==> config.mk <==
export PLATFORM = sky130hd
export DESIGN_NAME = huffman_frame_ctrl
export DESIGN_NICKNAME = d
export VERILOG_FILES = /design/src/rtl/huffman_frame_ctrl.sv
export SDC_FILE = /design/constraint.sdc
export NUM_CORES = 1
export LEC_CHECK = 0
export CAP_MARGIN = 30
export CORE_ASPECT_RATIO = 1.25
export CORE_MARGIN = 2
export CORE_UTILIZATION = 50
export CTS_BUF_LIST = sky130_fd_sc_hd__clkbuf_4 sky130_fd_sc_hd__clkbuf_8 sky130_fd_sc_hd__clkbuf_16
export DETAILED_ROUTE_END_ITERATION = 8
export GPL_TIMING_DRIVEN = 0
export PLACE_DENSITY = 0.84
export REMOVE_ABC_BUFFERS = 1
export SLEW_MARGIN = 0
export SYNTH_ARGS = -nofsm -noshare
export SYNTH_HDL_FRONTEND = slang
export SYNTH_SLANG_ARGS = --single-unit
==> constraint.sdc <==
create_clock -name clock -period 7.05 [get_ports clock]
set_input_delay 2.115 -clock clock [delete_from_list [all_inputs] [get_ports clock]]
set_output_delay 2.115 -clock clock [all_outputs]
set_load 0.02 [all_outputs]
==> src/rtl/huffman_frame_ctrl.sv <==
// Frame sequencer for the Huffman encoder. It loads FRAME_LEN symbols into the encoder and
// waits for the code build. It then drains the (symbol, length, code) entries into a code-table RAM.
module huffman_frame_ctrl #(
  parameter int SYM_W       = 3,
  parameter int NUM_SYMBOLS = 8,
  parameter int FRAME_LEN   = 20,
  parameter int TIMEOUT     = 255
) (
  input  logic                               clock,
  input  logic                               rst_n,
  input  logic                               start,
  input  logic                               src_valid,
  input  logic [SYM_W-1:0]                   src_data,
  output logic                               src_ready,
  output logic [SYM_W-1:0]                   enc_data_in,
  output logic                               enc_data_enable,
  input  logic                               enc_out_state,
  input  logic [NUM_SYMBOLS-1:0]             enc_symbol,
  input  logic [3:0]                         enc_length,
  input  logic [7:0]                         enc_code,
  output logic                               tbl_we,
  output logic [SYM_W-1:0]                   tbl_addr,
  output logic [3:0]                         tbl_length,
  output logic [7:0]                         tbl_code,
  output logic                               busy,
  output logic                               done,
  output logic                               error,
  output logic [3:0]                         entry_count,
  output logic [2:0]                         dbg_state,
  output logic [$clog2(FRAME_LEN + 1)-1:0]   dbg_sym_cnt
);

  // Source handshake: a symbol transfers on a rising edge where src_valid && src_ready.
  // src_ready is decoded from the state alone and never depends on src_valid.

  typedef enum logic [2:0] {
    S_IDLE   = 3'd0,
    S_LOAD   = 3'd1,
    S_BUILD  = 3'd2,
    S_DRAIN  = 3'd3,
    S_FINISH = 3'd4
  } state_t;

  localparam int CNT_W  = $clog2(FRAME_LEN + 1);
  localparam int TMR_W  = $clog2(TIMEOUT + 1);
  localparam int PROC_W = $clog2(NUM_SYMBOLS + 1);

  localparam logic [CNT_W-1:0]       LAST_SYM   = CNT_W'(FRAME_LEN - 1);
  localparam logic [TMR_W-1:0]       LAST_TICK  = TMR_W'(TIMEOUT - 1);
  localparam logic [PROC_W-1:0]      LAST_ENTRY = PROC_W'(NUM_SYMBOLS - 1);
  localparam logic [3:0]             MAX_COUNT  = 4'(NUM_SYMBOLS);
  localparam logic [NUM_SYMBOLS-1:0] SYM_ONE    = NUM_SYMBOLS'(1);

  state_t              state;
  state_t              state_nxt;
  logic [CNT_W-1:0]    sym_cnt;
  logic [TMR_W-1:0]    timer;
  logic [PROC_W-1:0]   proc_cnt;
  logic [SYM_W-1:0]    entry_idx;

  logic start_frame;
  logic accept;
  logic last_accept;
  logic entry_valid;
  logic entry_absent;
  logic entry_onehot;
  logic entry_bad;
  logic entry_write;
  logic last_entry;
  logic timeout_hit;

  assign start_frame  = (state == S_IDLE) && start;
  assign accept       = (state == S_LOAD) && src_valid;
  assign last_accept  = accept && (sym_cnt == LAST_SYM);
  assign entry_valid  = ((state == S_BUILD) || (state == S_DRAIN)) && enc_out_state;
  assign entry_absent = (enc_length == 4'd0);
  assign entry_onehot = (enc_symbol != '0) && ((enc_symbol & (enc_symbol - SYM_ONE)) == '0);
  // An absent symbol is skipped before the one-hot/length checks, so it never flags an error.
  assign entry_bad    = !entry_absent && (!entry_onehot || (enc_length > 4'd8));
  assign entry_write  = entry_valid && !entry_absent && !entry_bad;
  assign last_entry   = entry_valid && (proc_cnt == LAST_ENTRY);
  assign timeout_hit  = (state == S_BUILD) && !enc_out_state && (timer == LAST_TICK);

  always_comb begin
    entry_idx = '0;
    for (int i = 0; i < NUM_SYMBOLS; i++) begin
      if (enc_symbol[i]) entry_idx = SYM_W'(i);
    end
  end

  // State register
  always_ff @(posedge clock) begin
    if (!rst_n) state <= S_IDLE;
    else        state <= state_nxt;
  end

  // Next-state logic
  always_comb begin
    state_nxt = state;
    case (state)
      S_IDLE:   if (start) state_nxt = S_LOAD;
      S_LOAD:   if (last_accept) state_nxt = S_BUILD;
      S_BUILD: begin
        if (enc_out_state)    state_nxt = last_entry ? S_FINISH : S_DRAIN;
        else if (timeout_hit) state_nxt = S_FINISH;
      end
      S_DRAIN:  if (!enc_out_state || last_entry) state_nxt = S_FINISH;
      S_FINISH: state_nxt = S_IDLE;
      default:  state_nxt = S_IDLE;
    endcase
  end

  // State-decoded outputs
  always_comb begin
    src_ready = (state == S_LOAD);
    busy      = (state != S_IDLE);
    done      = (state == S_FINISH);
    dbg_state = state;
  end

  assign dbg_sym_cnt = sym_cnt;

  // Datapath: symbol replay, build timer, table write pipeline and status.
  always_ff @(posedge clock) begin
    if (!rst_n) begin
      sym_cnt         <= '0;
      timer           <= '0;
      proc_cnt        <= '0;
      enc_data_in     <= '0;
      enc_data_enable <= 1'b0;
      tbl_we          <= 1'b0;
      tbl_addr        <= '0;
      tbl_length      <= '0;
      tbl_code        <= '0;
      entry_count     <= '0;
      error           <= 1'b0;
    end else begin
      if (start_frame)  sym_cnt <= '0;
      else if (accept)  sym_cnt <= sym_cnt + 1'b1;

      if (state == S_BUILD) timer <= timer + 1'b1;
      else                  timer <= '0;

      if (start_frame)       proc_cnt <= '0;
      else if (entry_valid)  proc_cnt <= proc_cnt + 1'b1;

      if (accept) begin
        enc_data_enable <= 1'b1;
        enc_data_in     <= src_data;
      end else if (state == S_BUILD) begin
        enc_data_enable <= 1'b0;
        enc_data_in     <= '0;
      end else begin
        enc_data_enable <= 1'b0;
      end

      tbl_we <= entry_write;
      if (entry_write) begin
        tbl_addr   <= entry_idx;
        tbl_length <= enc_length;
        tbl_code   <= enc_code;
      end

      if (start_frame)
        entry_count <= '0;
      else if (entry_write && (entry_count < MAX_COUNT))
        entry_count <= entry_count + 4'd1;

      if (start_frame)
        error <= 1'b0;
      else if ((entry_valid && entry_bad) || timeout_hit)
        error <= 1'b1;
    end
  end

endmodule

==> metrics.txt <==
run status=finished clean; Least-Margin Pin Slew=0.804 ns; FP Rows=26; Reg clk slew, reported paths=0.09 ns; CP Max Fanout=16; Max Freq=0.229 GHz; Simple-Gate Fraction of Synth Area=27.5%; critical path arrival=4.59 ns; RSZ-0062 raised after global routing=no; Post-synth ARST share=0%; Post-synth EDFFs=0; Final Hold Fails=0; Clock Latency Late Sink=0.30 ns; r2r setup slk=4.88 ns; Final min period=4.36 ns; initial antenna violation count=0; Num CTS Buffers=5; slowest cell on the critical path=or3b_1; final worst path period share=61.8%; vias per inst=5.31; Die Y=77.0 um; Layout Skew=0.00240 ns; Yosys reg bits=45; postcts setup bufs=0; RePlAce Congestion=0.790; Worst Path Buf+Inv=1; Syn-to-layout area delta=35.3%; CTS Sinks=45; crit start category=input pin; hpwl dp=3570 um; crit path capture=tbl_code[7]; WS Path Type=input pin to flip-flop; Synth Area in Adders=3.40%; Worst Hold Class=flip-flop to flip-flop; crit-path leading delay family=simple AND/OR/NAND/NOR gates; critical-path cell list=clkdlybuf4s50_1, nor4_4, mux2i_1, and3_1, or3b_1, mux2i_1; proportion of synthesized chip area in sequential cells=42.3%; vias in the first global route=1941; maximum number of pins on one net before global-route repair=29; Synth Instances=247; final setup violation count=0; Power, Total=0.472 mW; # nets final=341; Setup crit start=enc_symbol[3]; Overflow after GRT=0; clock tree from TritonCTS=done; first-pass GRT wire length=8420 um; Inserted Diodes=0; static leakage=1.10 nW; synth unique cells=43; ys flop type=dfxtp_1; Initial Util=52.0%; Max IR drop VDD=0.141 mV; final setup TNS=0 ns; post-synthesis mux area share=7.04%; synthesized area per cell=8.63 sq um; remaining antenna violation count=0; DR iter-0 viols=68; CTS Buffer Depth=2; Crit. End Element=flip-flop; reg2reg start=dbg_state[1]; post_cts resized=0; most used cell, CP=mux2i_1; reg2reg path depth=4; CTS Hold Buffers Added=0; port bufs=63; Req. time, crit path=7.28 ns; Synth Area in XOR/XNOR=5.34%; main combinational cell family by area after synthesis=simple AND/OR/NAND/NOR gates; relative slew slack=46.4%; Max Slew Vio Count=0; pwr dens=164 mW/mm^2; layout cells sized above 1=4.21%; Max Cap Violations=0; Residual DRC=0; WL final=4790 um; GRT Util Overall=21.5%; Post-Syn Area=0.00213 sq mm; core area=0.00410 sq mm; cell depth of the worst setup path=6; detailed-route via count=1938; post-synthesis compound-gate area fraction=9.86%; die width=62.4 um; CTS H-tree depth=2; Die ar.=0.00481 sq mm; Root Driver=clkbuf_8; warning count from the yosys run=0; CP max stage delay=0.70 ns; TritonRoute pass-1 iters=4; RR Endpoint=tbl_code[2]; IO Pins=64; wire per inst=13.1 um
-- tightest hold or removal path, stage by stage (launching register included) --
cell and delay [ns]:
dfxtp_1 0.32, inv_1 0.05, a21oi_1 0.05
-- report_power, final --
group / internal [mW] / leakage (nW) / switching [mW]
Sequential: 0.255 / 0.363 / 0.00162
Clock: 0.0704 / 0.0445 / 0.0929
Combinational: 0.0269 / 0.688 / 0.0247
-- logic make-up (layout without fill, tap and decap cells) --
group	count (synthesis)	after routing
multiplexers	15	15
AND/OR/NAND/NOR	118	118
adder cells (fa/ha/maj)	6	6
flip-flops	45	45
buffers and inverters	18	80
AO/OA/AOI/OAI	32	32
XOR/XNOR	13	13
-- worst min-delay path by stage --
stage                      startpoint     endpoint  slack, ns  cells past startpoint
after detailed placement  tbl_addr[1]  tbl_addr[1]       0.44                      2
after CTS                 tbl_addr[1]  tbl_addr[1]       0.46                      2
after global placement    tbl_addr[2]  tbl_addr[2]       0.44                      2
after global routing      tbl_addr[1]  tbl_addr[1]       0.50                      2
after floorplan              timer[0]     timer[0]       0.43                      1
final                     tbl_addr[1]  tbl_addr[1]       0.46                      2
-- area by class of cell --
| class | count | area [sq um] |
|---|---|---|
| clock buffer | 5 | 68.8 |
| clock inverter | 3 | 21.3 |
| fill | 344 | 1210 |
| inverter | 7 | 26.3 |
| multi-input combinational | 184 | 1130 |
| sequential | 45 | 901 |
| tap | 56 | 70.1 |
| timing repair buffer | 65 | 666 |
-- Yosys cell counts, types with 2 or more instances --
master,count,share of area [%]
o31ai_1,5,1.8
xor2_1,8,3.3
nor3b_1,6,2.1
nor3_1,6,1.4
or4_1,2,0.70
o21ai_0,5,1.2
nor4_1,2,0.59
nand3b_1,3,1.1
clkbuf_1,8,1.4
nand3_1,10,2.3
mux2i_1,15,7.0
nand4_1,8,2.3
nand2_1,41,7.2
dfxtp_1,45,42
and3_1,4,1.2
nor2_1,27,4.8
a21oi_1,9,2.1
buf_6,2,1.1
xnor2_1,5,2.1
a21boi_0,3,1.1
ha_1,5,2.9
inv_1,7,1.2
-- through the flow --
step | worst slack [ns] | cell area [sq um] | utilization [%] | hold WS (ns) | std cells
2_1_floorplan | 3.21 | 2060 | - | 0.430 | 236
3_5_place_dp | 2.36 | 2800 | 68.2 | 0.442 | 357
5_1_grt | 2.47 | 2890 | 70.4 | 0.495 | 365
3_3_place_gp | 2.11 | 2760 | 67.3 | 0.440 | 355
4_1_cts | 2.67 | 2890 | 70.4 | 0.455 | 365
6_report | 2.69 | 2890 | 70.4 | 0.456 | 365
-- registers in the layout, summed over array words and instances (netlist names), 4 cells and up --
signal / count
dbg_sym_cnt: 5
timer: 8
tbl_code: 8
tbl_length: 4
entry_count: 4
proc_cnt: 4
-- placed cells by master, fill, tap and decap left out, types with 6 or more instances in the layout --
| master | netlist | routed |
|---|---|---|
| nor2_1 | 27 | 27 |
| nand3_1 | 10 | 10 |
| nand4_1 | 8 | 8 |
| nor3b_1 | 6 | 6 |
| inv_1 | 7 | 7 |
| clkdlybuf4s50_1 | 0 | 63 |
| dfxtp_1 | 45 | 45 |
| nor3_1 | 6 | 6 |
| nand2_1 | 41 | 41 |
| mux2i_1 | 15 | 15 |
| a21oi_1 | 9 | 9 |
| xor2_1 | 8 | 8 |
-- routing by layer --
metal	vias to the layer above	share of wire, %	GRT usage, %
met1	903	44	24.0
li1	978	-	-
met2	50	49	39.0
met5	-	0	0
met4	0	1.4	7.78
met3	7	4.9	5.28
No activity file was read; power rests on OpenSTA's default activity.
